<file path="config.mk">
export PLATFORM = sky130hd
export DESIGN_NAME = saradc_seq
export DESIGN_NICKNAME = d
export VERILOG_FILES = /design/src/rtl/saradc_pkg.sv /design/src/rtl/saradc_fifo.sv /design/src/rtl/saradc_seq.sv
export SDC_FILE = /design/constraint.sdc
export NUM_CORES = 1
export LEC_CHECK = 0
export BUFFER_PORTS_ARGS = -buffer_cell sky130_fd_sc_hd__buf_2
export CAP_MARGIN = 20
export CORE_UTILIZATION = 50
export DETAILED_ROUTE_END_ITERATION = 6
export MAX_ROUTING_LAYER = met4
export PLACE_DENSITY = 0.85
export SLEW_MARGIN = 25
export SYNTH_ARGS = -nofsm -noshare
export SYNTH_HDL_FRONTEND = slang
export SYNTH_SLANG_ARGS = --single-unit
</file>
<file path="constraint.sdc">
create_clock -name wb_clk_i -period 6.25 [get_ports wb_clk_i]
set_input_delay 1.25 -clock wb_clk_i [delete_from_list [all_inputs] [get_ports wb_clk_i]]
set_output_delay 1.25 -clock wb_clk_i [all_outputs]
set_load 0.005 [all_outputs]
</file>
<file path="src/rtl/saradc_pkg.sv">
// Shared types and register map for the SAR ADC sequencer.
// Register offsets are word indices taken from wbs_adr_i[3:2].
package saradc_pkg;

    typedef enum logic [1:0] {
        ST_IDLE = 2'd0,
        ST_CAL  = 2'd1,
        ST_CONV = 2'd2,
        ST_GAP  = 2'd3
    } state_e;

    localparam logic [1:0] REG_CTRL   = 2'd0;
    localparam logic [1:0] REG_STATUS = 2'd1;
    localparam logic [1:0] REG_DATA   = 2'd2;
    localparam logic [1:0] REG_RSVD   = 2'd3;

    localparam int CTRL_START   = 0;
    localparam int CTRL_CONT    = 1;
    localparam int CTRL_CAL     = 2;
    localparam int CTRL_IE_DATA = 4;
    localparam int CTRL_IE_ERR  = 5;

    localparam int STS_BUSY      = 0;
    localparam int STS_COUNT_LSB = 1;
    localparam int STS_OVF       = 4;
    localparam int STS_TOUT      = 5;
    localparam int STS_CAL_DONE  = 6;

    localparam logic [31:0] DATA_EMPTY = 32'h8000_0000;

endpackage

</file>
<file path="src/rtl/saradc_fifo.sv">
// Synchronous FIFO; registered count/flags, dout is the head entry (combinational read).
// A push while full is dropped unless a pop happens in the same cycle.
module saradc_fifo #(
    parameter int WIDTH = 10,
    parameter int DEPTH = 4
) (
    input  logic                     clk,
    input  logic                     rst,
    input  logic                     push,
    input  logic                     pop,
    input  logic [WIDTH-1:0]         din,
    output logic [WIDTH-1:0]         dout,
    output logic                     full,
    output logic                     empty,
    output logic [$clog2(DEPTH):0]   count
);
    localparam int AW = $clog2(DEPTH);

    logic [WIDTH-1:0] mem_q [DEPTH];
    logic [AW-1:0]    wr_ptr_q, wr_ptr_d;
    logic [AW-1:0]    rd_ptr_q, rd_ptr_d;
    logic [AW:0]      count_q, count_d;
    logic             do_push, do_pop;

    assign full    = (count_q == (AW+1)'(DEPTH));
    assign empty   = (count_q == '0);
    assign count   = count_q;
    assign dout    = mem_q[rd_ptr_q];
    assign do_pop  = pop & ~empty;
    assign do_push = push & (~full | do_pop);

    always_comb begin
        wr_ptr_d = do_push ? wr_ptr_q + AW'(1) : wr_ptr_q;
        rd_ptr_d = do_pop  ? rd_ptr_q + AW'(1) : rd_ptr_q;
        count_d  = count_q + (AW+1)'(do_push) - (AW+1)'(do_pop);
    end

    always_ff @(posedge clk) begin
        if (rst) begin
            wr_ptr_q <= '0;
            rd_ptr_q <= '0;
            count_q  <= '0;
        end else begin
            wr_ptr_q <= wr_ptr_d;
            rd_ptr_q <= rd_ptr_d;
            count_q  <= count_d;
        end
    end

    always_ff @(posedge clk) begin
        if (do_push) mem_q[wr_ptr_q] <= din;
    end

endmodule

</file>
<file path="src/rtl/saradc_seq.sv">
// SAR ADC sequencer: drives adc_en/adc_cal, captures results on valid rising edge into a FIFO.
// Wishbone ack one cycle after request, never back-to-back; full FIFO drops samples and flags OVF.
module saradc_seq
    import saradc_pkg::*;
#(
    parameter int RES_W      = 10,
    parameter int FIFO_DEPTH = 4,
    parameter int TIMEOUT    = 1023
) (
    input  logic             wb_clk_i,
    input  logic             wb_rst_i,
    input  logic             wbs_cyc_i,
    input  logic             wbs_stb_i,
    input  logic             wbs_we_i,
    input  logic [3:0]       wbs_sel_i,
    input  logic [31:0]      wbs_adr_i,
    input  logic [31:0]      wbs_dat_i,
    output logic [31:0]      wbs_dat_o,
    output logic             wbs_ack_o,
    output logic             adc_en,
    output logic             adc_cal,
    input  logic             adc_valid,
    input  logic [RES_W-1:0] adc_result,
    output logic             irq
);
    localparam int CW  = $clog2(TIMEOUT + 1);
    localparam int FAW = $clog2(FIFO_DEPTH);

    state_e          state_q, state_d;
    logic [CW-1:0]   cnt_q, cnt_d;
    logic            ack_q, ack_d;
    logic            valid_q, valid_d;
    logic            adc_en_q, adc_en_d;
    logic            adc_cal_q, adc_cal_d;
    logic            cont_q, cont_d;
    logic            ie_data_q, ie_data_d;
    logic            ie_err_q, ie_err_d;
    logic            ovf_q, ovf_d;
    logic            tout_q, tout_d;
    logic            cal_done_q, cal_done_d;

    logic            acc, wr, rd, ctrl_wr, status_wr, start_wr, cal_wr;
    logic            valid_edge, tout_hit, cal_done_set;
    logic            fifo_push, fifo_pop, fifo_full, fifo_empty;
    logic [1:0]      reg_sel;
    logic [RES_W-1:0] fifo_dout;
    logic [FAW:0]    fifo_count;
    logic [31:0]     rdata;
    logic            unused_bits;

    // Side effects land in the ack cycle while the master still holds the request.
    assign acc       = ack_q & wbs_cyc_i & wbs_stb_i;
    assign reg_sel   = wbs_adr_i[3:2];
    assign wr        = acc & wbs_we_i & wbs_sel_i[0];
    assign rd        = acc & ~wbs_we_i;
    assign ctrl_wr   = wr & (reg_sel == REG_CTRL);
    assign status_wr = wr & (reg_sel == REG_STATUS);
    assign start_wr  = ctrl_wr & wbs_dat_i[CTRL_START];
    assign cal_wr    = ctrl_wr & wbs_dat_i[CTRL_CAL];

    assign valid_edge = adc_valid & ~valid_q;
    assign tout_hit   = ((state_q == ST_CAL) || (state_q == ST_CONV)) && !valid_edge
                        && (cnt_q == CW'(TIMEOUT));
    assign fifo_push  = (state_q == ST_CONV) & valid_edge;
    assign fifo_pop   = rd & (reg_sel == REG_DATA);

    saradc_fifo #(
        .WIDTH (RES_W),
        .DEPTH (FIFO_DEPTH)
    ) u_fifo (
        .clk   (wb_clk_i),
        .rst   (wb_rst_i),
        .push  (fifo_push),
        .pop   (fifo_pop),
        .din   (adc_result),
        .dout  (fifo_dout),
        .full  (fifo_full),
        .empty (fifo_empty),
        .count (fifo_count)
    );

    always_comb begin
        ack_d        = wbs_cyc_i & wbs_stb_i & ~ack_q;
        valid_d      = adc_valid;
        cont_d       = ctrl_wr ? wbs_dat_i[CTRL_CONT] : cont_q;
        if (tout_hit) cont_d = 1'b0;
        ie_data_d    = ctrl_wr ? wbs_dat_i[CTRL_IE_DATA] : ie_data_q;
        ie_err_d     = ctrl_wr ? wbs_dat_i[CTRL_IE_ERR]  : ie_err_q;
        state_d      = state_q;
        cnt_d        = cnt_q;
        cal_done_set = 1'b0;
        case (state_q)
            ST_IDLE: begin
                if (cal_wr) begin
                    state_d = ST_CAL;
                    cnt_d   = '0;
                end else if (start_wr || cont_d) begin
                    state_d = ST_CONV;
                    cnt_d   = '0;
                end
            end
            ST_CAL: begin
                if (valid_edge) begin
                    cal_done_set = 1'b1;
                    state_d      = ST_IDLE;
                end else if (tout_hit) begin
                    state_d = ST_IDLE;
                end else begin
                    cnt_d = cnt_q + CW'(1);
                end
            end
            ST_CONV: begin
                if (valid_edge)    state_d = ST_GAP;
                else if (tout_hit) state_d = ST_IDLE;
                else               cnt_d   = cnt_q + CW'(1);
            end
            default: begin
                if (cont_d) begin
                    state_d = ST_CONV;
                    cnt_d   = '0;
                end else begin
                    state_d = ST_IDLE;
                end
            end
        endcase
        ovf_d      = (ovf_q & ~(status_wr & wbs_dat_i[STS_OVF]))
                     | (fifo_push & fifo_full & ~fifo_pop);
        tout_d     = (tout_q & ~(status_wr & wbs_dat_i[STS_TOUT])) | tout_hit;
        cal_done_d = (cal_done_q & ~(status_wr & wbs_dat_i[STS_CAL_DONE])) | cal_done_set;
        adc_en_d   = (state_d == ST_CAL) || (state_d == ST_CONV);
        adc_cal_d  = (state_d == ST_CAL);
    end

    always_ff @(posedge wb_clk_i) begin
        if (wb_rst_i) begin
            state_q    <= ST_IDLE;
            cnt_q      <= '0;
            ack_q      <= 1'b0;
            valid_q    <= 1'b1;
            adc_en_q   <= 1'b0;
            adc_cal_q  <= 1'b0;
            cont_q     <= 1'b0;
            ie_data_q  <= 1'b0;
            ie_err_q   <= 1'b0;
            ovf_q      <= 1'b0;
            tout_q     <= 1'b0;
            cal_done_q <= 1'b0;
        end else begin
            state_q    <= state_d;
            cnt_q      <= cnt_d;
            ack_q      <= ack_d;
            valid_q    <= valid_d;
            adc_en_q   <= adc_en_d;
            adc_cal_q  <= adc_cal_d;
            cont_q     <= cont_d;
            ie_data_q  <= ie_data_d;
            ie_err_q   <= ie_err_d;
            ovf_q      <= ovf_d;
            tout_q     <= tout_d;
            cal_done_q <= cal_done_d;
        end
    end

    always_comb begin
        rdata = '0;
        case (reg_sel)
            REG_CTRL: begin
                rdata[CTRL_CONT]    = cont_q;
                rdata[CTRL_IE_DATA] = ie_data_q;
                rdata[CTRL_IE_ERR]  = ie_err_q;
            end
            REG_STATUS: begin
                rdata[STS_BUSY]             = (state_q != ST_IDLE);
                rdata[STS_COUNT_LSB +: 3]   = 3'(fifo_count);
                rdata[STS_OVF]              = ovf_q;
                rdata[STS_TOUT]             = tout_q;
                rdata[STS_CAL_DONE]         = cal_done_q;
            end
            REG_DATA: rdata = fifo_empty ? DATA_EMPTY : 32'(fifo_dout);
            default:  rdata = '0;
        endcase
    end

    assign wbs_dat_o = ack_q ? rdata : 32'h0;
    assign wbs_ack_o = ack_q;
    assign adc_en    = adc_en_q;
    assign adc_cal   = adc_cal_q;
    assign irq       = (ie_data_q & ~fifo_empty) | (ie_err_q & (ovf_q | tout_q));

    assign unused_bits = ^{wbs_adr_i[31:4], wbs_adr_i[1:0], wbs_sel_i[3:1],
                           wbs_dat_i[31:7], wbs_dat_i[3]};

endmodule

</file>
Word level (Yosys, flattened, before mapping)
Memory sizes are Yosys's and may differ from the RTL's. A register that Yosys moved wholly into a read port is not among the register bits.
Index checks and enable logic that the tools add are counted.
{ "totals": {"inputBits": 84, "ff_bits": 29, "ram_bits": 40, "mem_count": 1, "word_cells": 115, "output_inout_bits": 36} }
{ "classes": {"n_addsub": 5, "reduce_logical": 13, "bitwise_logic": 41, "n_eq_ne": 11, "n_mux": 29} }
{ "memory_table": {"columns": ["name", "depth", "word_bits", "rd", "rd_ports_with_merged_regs", "write_ports", "line_no", "text"], "rows": [
  ["u_fifo.mem_q", 4, 10, 1, 1, 1, "saradc_fifo.sv:19", "logic [WIDTH-1:0] mem_q [DEPTH];"]
]} }
{ "op_table": {"columns": ["cell", "count"], "rows": [
  ["32-bit 2-to-1 mux", 2],
  ["10-bit 2-to-1 mux", 5],
  ["1-bit AND", 26],
  ["25-bit 2-to-1 mux", 1],
  ["10-bit case mux with 2 select lines", 1],
  ["2-bit 2-to-1 mux", 8],
  ["2-bit case mux with 3 select lines", 2],
  ["10-bit by 1-bit adder with 10-bit output, second input constant", 1],
  ["10-bit == test, second input constant", 1],
  ["1-bit inverter", 9],
  ["2-bit by 1-bit == test with 1-bit output, second input constant", 3],
  ["2-bit == test, second input constant", 3],
  ["1-bit 2-to-1 mux", 6],
  ["1-bit bitwise OR", 6],
  ["2-bit by 1-bit adder with 2-bit output, second input constant", 2],
  ["2-bit zero test", 2],
  ["2-bit inequality test, second input constant", 2],
  ["1-bit case mux with 2 select lines", 2],
  ["2-bit case mux with 2 select lines", 1],
  ["4-bit AND reduction", 1],
  ["3-bit by 1-bit adder with 3-bit output", 1],
  ["3-bit == test, second input constant", 1],
  ["3-bit zero test", 1],
  ["1-bit logical OR", 3],
  ["8 further kinds", 9]
]} }

Depth between registers and ports, before layout
{ "logic_depth": {"depth_word": 13, "depth_mapped": 11, "ltp_nobuf": 11} }

By module
Synthesis repeated with hierarchy kept, for this count alone.
{ "hier_totals": {"hier_cells": 301, "hier_area_um2": 3529.6} }
{ "modules_own_cells": {"columns": ["module", "seq_area_each_um2", "instances", "cells_each", "area_each_um2"], "rows": [
  ["saradc_fifo", 1381.3, 1, 99, 1934.4],
  ["saradc_seq", 440.4, 1, 202, 1595.3]
]} }

Worst setup path after synthesis
OpenSTA, ideal clock, no wires.
{ "synth_path": {"kind": "in2out", "startpoint": "in wbs_adr_i[2]", "endpoint": "out wbs_dat_o[1]", "setup_slack_ns": 2.894, "arrival_time_ns": 2.106, "t_required_ns": 5.000, "path_stages": 6, "n_path_buf": 0, "cell_sequence": "inv_1 ha_1 inv_1 nor2_1 a222oi_1 nor2_1"} }
{ "synth_via": {"elab_chain_cells": 3, "elab_cells_between_ends": 5, "cone_classes": "eq/ne: 2; mux: 2; reduce/logical: 1"} }
{ "synth_lines": {"columns": ["item", "line_no", "text"], "rows": [
  ["start, declared", "saradc_seq.sv:16", "input logic [31:0] wbs_adr_i,"],
  ["2-bit == test, or another cell as far along", "saradc_seq.sv:166", "case (reg_sel)"],
  ["1-bit case mux with 3 select lines (*)", "saradc_seq.sv:166", null],
  ["32-bit 2-to-1 mux (*)", "saradc_seq.sv:184", "assign wbs_dat_o = ack_q ? rdata : 32'h0;"],
  ["end, declared", "saradc_seq.sv:18", "output logic [31:0] wbs_dat_o,"]
]} }
Mark *: on every way between the ends. The rest lies on a longest branch, timed or not.

Worst setup path after layout
Ends and elaborated chain as after synthesis.

==> impl_table.tex <==
\begin{tabular}{lr}
\hline
Metric & Value \\
\hline
\multicolumn{2}{l}{\textbf{Power}} \\
\quad Net switching power & 0.197 mW \\
\quad Internal cell power & 0.771 mW \\
\quad Seq pwr share & 0.510 \\
\quad Cell leakage power & 1.49 nW \\
\quad Pwr dens & 245 nW/um\^{}2 \\
\quad Comb pwr share & 0.030 \\
\quad Total power after layout & 0.968 mW \\
\quad Highest ir drop seen on vdd & 0.262 mV \\
\quad Clock network fraction of total power & 0.460 \\
\quad Switching share of power & 0.203 \\
\multicolumn{2}{l}{\textbf{Synthesis}} \\
\quad Top flip-flop cell by instance count after synthesis & sky130\_fd\_sc\_hd\_\_edfxtp\_1 \\
\quad Mean instance size in the synthesized netlist & 11.6 um\^{}2 \\
\quad Number of flip-flops and latches in the synthesized netlist & 71 \\
\quad Cells after Synth & 302 \\
\quad Number of enable-type register cells in the synthesized netlist & 40 \\
\quad Fraction of synthesis flops using an asynchronous set or reset pin & 0 \\
\quad Mapped Area & 3500 um\^{}2 \\
\quad Yosys warns & 0 \\
\quad Netlist cell types & 56 \\
\quad Share of the yosys chip area belonging to registers & 0.520 \\
\multicolumn{2}{l}{\textbf{Clocking}} \\
\quad Number of hold buffers added after cts & 0 \\
\quad Clock tree from TritonCTS & yes \\
\quad H-tree level count & 3 \\
\quad Clk root buf & sky130\_fd\_sc\_hd\_\_clkbuf\_8 \\
\quad Number of buffers inserted during clock tree synthesis & 9 \\
\quad Number of gates given a new drive strength after cts & 0 \\
\quad CTS sink cnt & 71 \\
\quad Skew-Pair Late Insertion Delay & 0.34 ns \\
\quad CTS clk-pin slew, worst paths & 0.07 ns \\
\quad Largest buffer count on any clock path & 2 \\
\quad Setup Buffers After CTS & 0 \\
\multicolumn{2}{l}{\textbf{STA}} \\
\quad Total Neg Setup Slack & 0 ns \\
\quad Final Cycle Share & 0.641 \\
\quad Max frequency & 250 MHz \\
\quad Worst slew margin & 0.508 \\
\quad Slew at the pin closest to its max-slew limit & 0.731 ns \\
\quad Setup repair after global routing missed its margin & false \\
\quad Final min period & 4.01 ns \\
\quad Number of hold violations in the final report & 0 \\
\quad Total of endpoints with negative setup slack in the final report & 0 \\
\quad Max-slew violation total from the final report & 0 \\
\quad Clock tree skew after final layout & 0.00805 ns \\
\multicolumn{2}{l}{\textbf{Floorplanning}} \\
\quad Area of the die & 7350 um\^{}2 \\
\quad I/O Pins & 120 \\
\quad Die span in y & 85.7 um \\
\quad Std-Cell Rows & 30 \\
\quad Die boundary width & 85.7 um \\
\quad CORE AREA & 6790 um\^{}2 \\
\quad Starting density of the core & 0.516 \\
\multicolumn{2}{l}{\textbf{Route}} \\
\quad Routed Antenna Nets & 0 \\
\quad First-iteration detailed-routing DRC count & 166 \\
\quad Number of DRC violations after detailed routing & 0 \\
\quad Detailed-route wire length per cell & 15.4 um \\
\quad Via count normalized by instance count & 5.50 \\
\quad Number of iterations in the first detailed-routing pass & 4 \\
\quad Detailed-route via count & 2453 \\
\quad Post-detailed-routing wire length & 6880 um \\
\multicolumn{2}{l}{\textbf{Global route}} \\
\quad GR Util met2 & 0.351 \\
\quad Via count of the first global-routing pass & 2305 \\
\quad Wire length of the first global-routing pass & 11100 um \\
\quad Total global-route track usage & 0.209 \\
\quad Routing layer with the top usage in global route & met2 \\
\quad Met3 usage & 0.0500 \\
\quad Gr ovfl total & 0 \\
\quad Antenna violations before repair & 0 \\
\quad Maximum number of pins on one net before global-route repair & 24 \\
\quad Global-route track usage on met1 & 0.252 \\
\multicolumn{2}{l}{\textbf{Run status}} \\
\quad Run status & finished, final reports clean \\
\multicolumn{2}{l}{\textbf{Final layout}} \\
\quad Antenna diode count & 0 \\
\quad Most common cell after layout, fill and taps aside & sky130\_fd\_sc\_hd\_\_edfxtp\_1 \\
\quad Final instance area & 3960 um\^{}2 \\
\quad Fraction of layout instances using a drive strength above 1 & 0.211 \\
\quad Commonest non-fill, non-tap cells in the layout & sky130\_fd\_sc\_hd\_\_edfxtp\_1 (40), sky130\_fd\_sc\_hd\_\_buf\_2 (39), sky130\_fd\_sc\_hd\_\_dfxtp\_1 (31) \\
\quad Area Growth Syn to Fin & 12.9\% \\
\quad Nets & 446 \\
\multicolumn{2}{l}{\textbf{Setup path}} \\
\quad Critical Path Source Type & input port \\
\quad Worst Setup End Kind & output pin \\
\quad Highest fanout seen on the critical path & 10 \\
\quad Critical Path AT & 2.76 ns \\
\quad Crit path kind & input port to output pin \\
\quad Required time of the worst setup path & 5.00 ns \\
\multicolumn{2}{l}{\textbf{Run}} \\
\quad Max-cap violation count & 0 \\
\multicolumn{2}{l}{\textbf{Placement}} \\
\quad Placed wire-length estimate & 5080 um \\
\quad Placement Cell Area & 3710 um\^{}2 \\
\quad Gpl congestion & 0.882 \\
\quad Port-buffer cells & 39 \\
\multicolumn{2}{l}{\textbf{Worst hold path}} \\
\quad HP Class & flop to flop \\
\hline
\end{tabular}
[flip-flops by register name, indices dropped and copies added (netlist names), 2 cells and up, named ones only]
signal	count
u_fifo.wr_ptr_q	2
cnt_q	10
u_fifo.mem_q	40
state_q	2
u_fifo.count	3
u_fifo.rd_ptr_q	2
[worst max-delay path: stages]
cell and delay, ns:
sky130_fd_sc_hd__buf_2 0.13, sky130_fd_sc_hd__inv_1 0.08, sky130_fd_sc_hd__ha_1 0.17, sky130_fd_sc_hd__inv_1 0.07
sky130_fd_sc_hd__nor2_1 0.51, sky130_fd_sc_hd__a222oi_1 0.22, sky130_fd_sc_hd__nor2_1 0.19, sky130_fd_sc_hd__buf_2 0.14
[final timing paths]
kind,from,to,slack (ns),depth (start not counted)
worst max-delay path,wbs_adr_i[2],wbs_dat_o[1],2.24,8
worst min-delay path,cnt_q[7],cnt_q[7],0.50,1
worst max register to register,wbs_ack_o,u_fifo.count[2],3.61,9
worst min register to register,cnt_q[7],cnt_q[7],0.50,1
[power by group through the flow]
stage	combinational [mW]	sequential, mW	clock, mW
after floorplan	0.0224	0.504	0
after global placement	0.0277	0.504	0
after detailed placement	0.0287	0.504	0
after CTS	0.0289	0.494	0.452
after global routing	0.0332	0.494	0.474
final	0.0294	0.494	0.445
[cell type report]
cell class,instances,area (um^2)
inverter,17,63.8
tap,96,120
multi-input combinational,207,1510
timing repair buffer,39,195
fill,547,2840
sequential,71,1820
clock buffer,10,128
clock inverter,6,116
[Yosys cell counts, types with 2 or more instances]
cell | count | area [um^2]
sky130_fd_sc_hd__buf_1 | 2 | 7.51
sky130_fd_sc_hd__o311ai_0 | 3 | 26.3
sky130_fd_sc_hd__o21ai_0 | 5 | 25.0
sky130_fd_sc_hd__a22oi_1 | 5 | 37.5
sky130_fd_sc_hd__edfxtp_1 | 40 | 1200
sky130_fd_sc_hd__and2_1 | 7 | 43.8
sky130_fd_sc_hd__o221ai_1 | 2 | 17.5
sky130_fd_sc_hd__nand4_1 | 3 | 18.8
sky130_fd_sc_hd__a31oi_1 | 3 | 18.8
sky130_fd_sc_hd__or2_2 | 2 | 12.5
sky130_fd_sc_hd__ha_1 | 16 | 200
sky130_fd_sc_hd__o211ai_1 | 5 | 37.5
sky130_fd_sc_hd__dfxtp_1 | 31 | 621
sky130_fd_sc_hd__nand3_1 | 16 | 80.1
sky130_fd_sc_hd__a222oi_1 | 3 | 30.0
sky130_fd_sc_hd__nor2_1 | 28 | 105
sky130_fd_sc_hd__mux2i_1 | 2 | 20.0
sky130_fd_sc_hd__a21oi_1 | 7 | 35.0
sky130_fd_sc_hd__buf_4 | 21 | 158
sky130_fd_sc_hd__nor4_1 | 2 | 12.5
sky130_fd_sc_hd__inv_1 | 17 | 63.8
sky130_fd_sc_hd__nor2b_1 | 6 | 37.5
sky130_fd_sc_hd__nand2_1 | 18 | 67.6
sky130_fd_sc_hd__mux4_2 | 10 | 225
sky130_fd_sc_hd__o31ai_1 | 2 | 15.0
sky130_fd_sc_hd__and3_1 | 7 | 43.8
sky130_fd_sc_hd__nor3_1 | 4 | 20.0
sky130_fd_sc_hd__o311a_1 | 2 | 20.0
sky130_fd_sc_hd__xnor2_1 | 4 | 35.0
sky130_fd_sc_hd__clkbuf_1 | 3 | 11.3
[per-layer routing]
metal,up-vias,wire length (um)
met2,95,3580
li1,1165,-
met4,0,63
met5,-,0
met1,1186,2850
met3,7,386
[kinds of logic (layout without fill, tap and decap cells)]
logic type / after synthesis / after routing / synth area share
AOI/OAI and AO/OA: 45 / 45 / 0.0960
muxes: 14 / 14 / 0.0771
and+or+nand+nor: 105 / 105 / 0.161
buffers and inverters: 44 / 72 / 0.0700
DFF: 71 / 71 / 0.520
xor gates and xnor gates: 5 / 5 / 0.0125
other: 1 / 21 / 0.00107
adders and majority gates: 17 / 17 / 0.0628
[stage by stage]
step / cells / utilization / worst slack, ns / hold WS [ns]
5_1_grt: 446 / 0.583 / 2.14 / 0.526
4_1_cts: 446 / 0.583 / 2.28 / 0.499
2_1_floorplan: 322 / - / 2.89 / 0.451
3_5_place_dp: 430 / 0.547 / 2.32 / 0.482
6_report: 446 / 0.583 / 2.24 / 0.498
3_3_place_gp: 430 / 0.547 / 2.36 / 0.476
No activity file was read; power rests on OpenSTA's default activity.
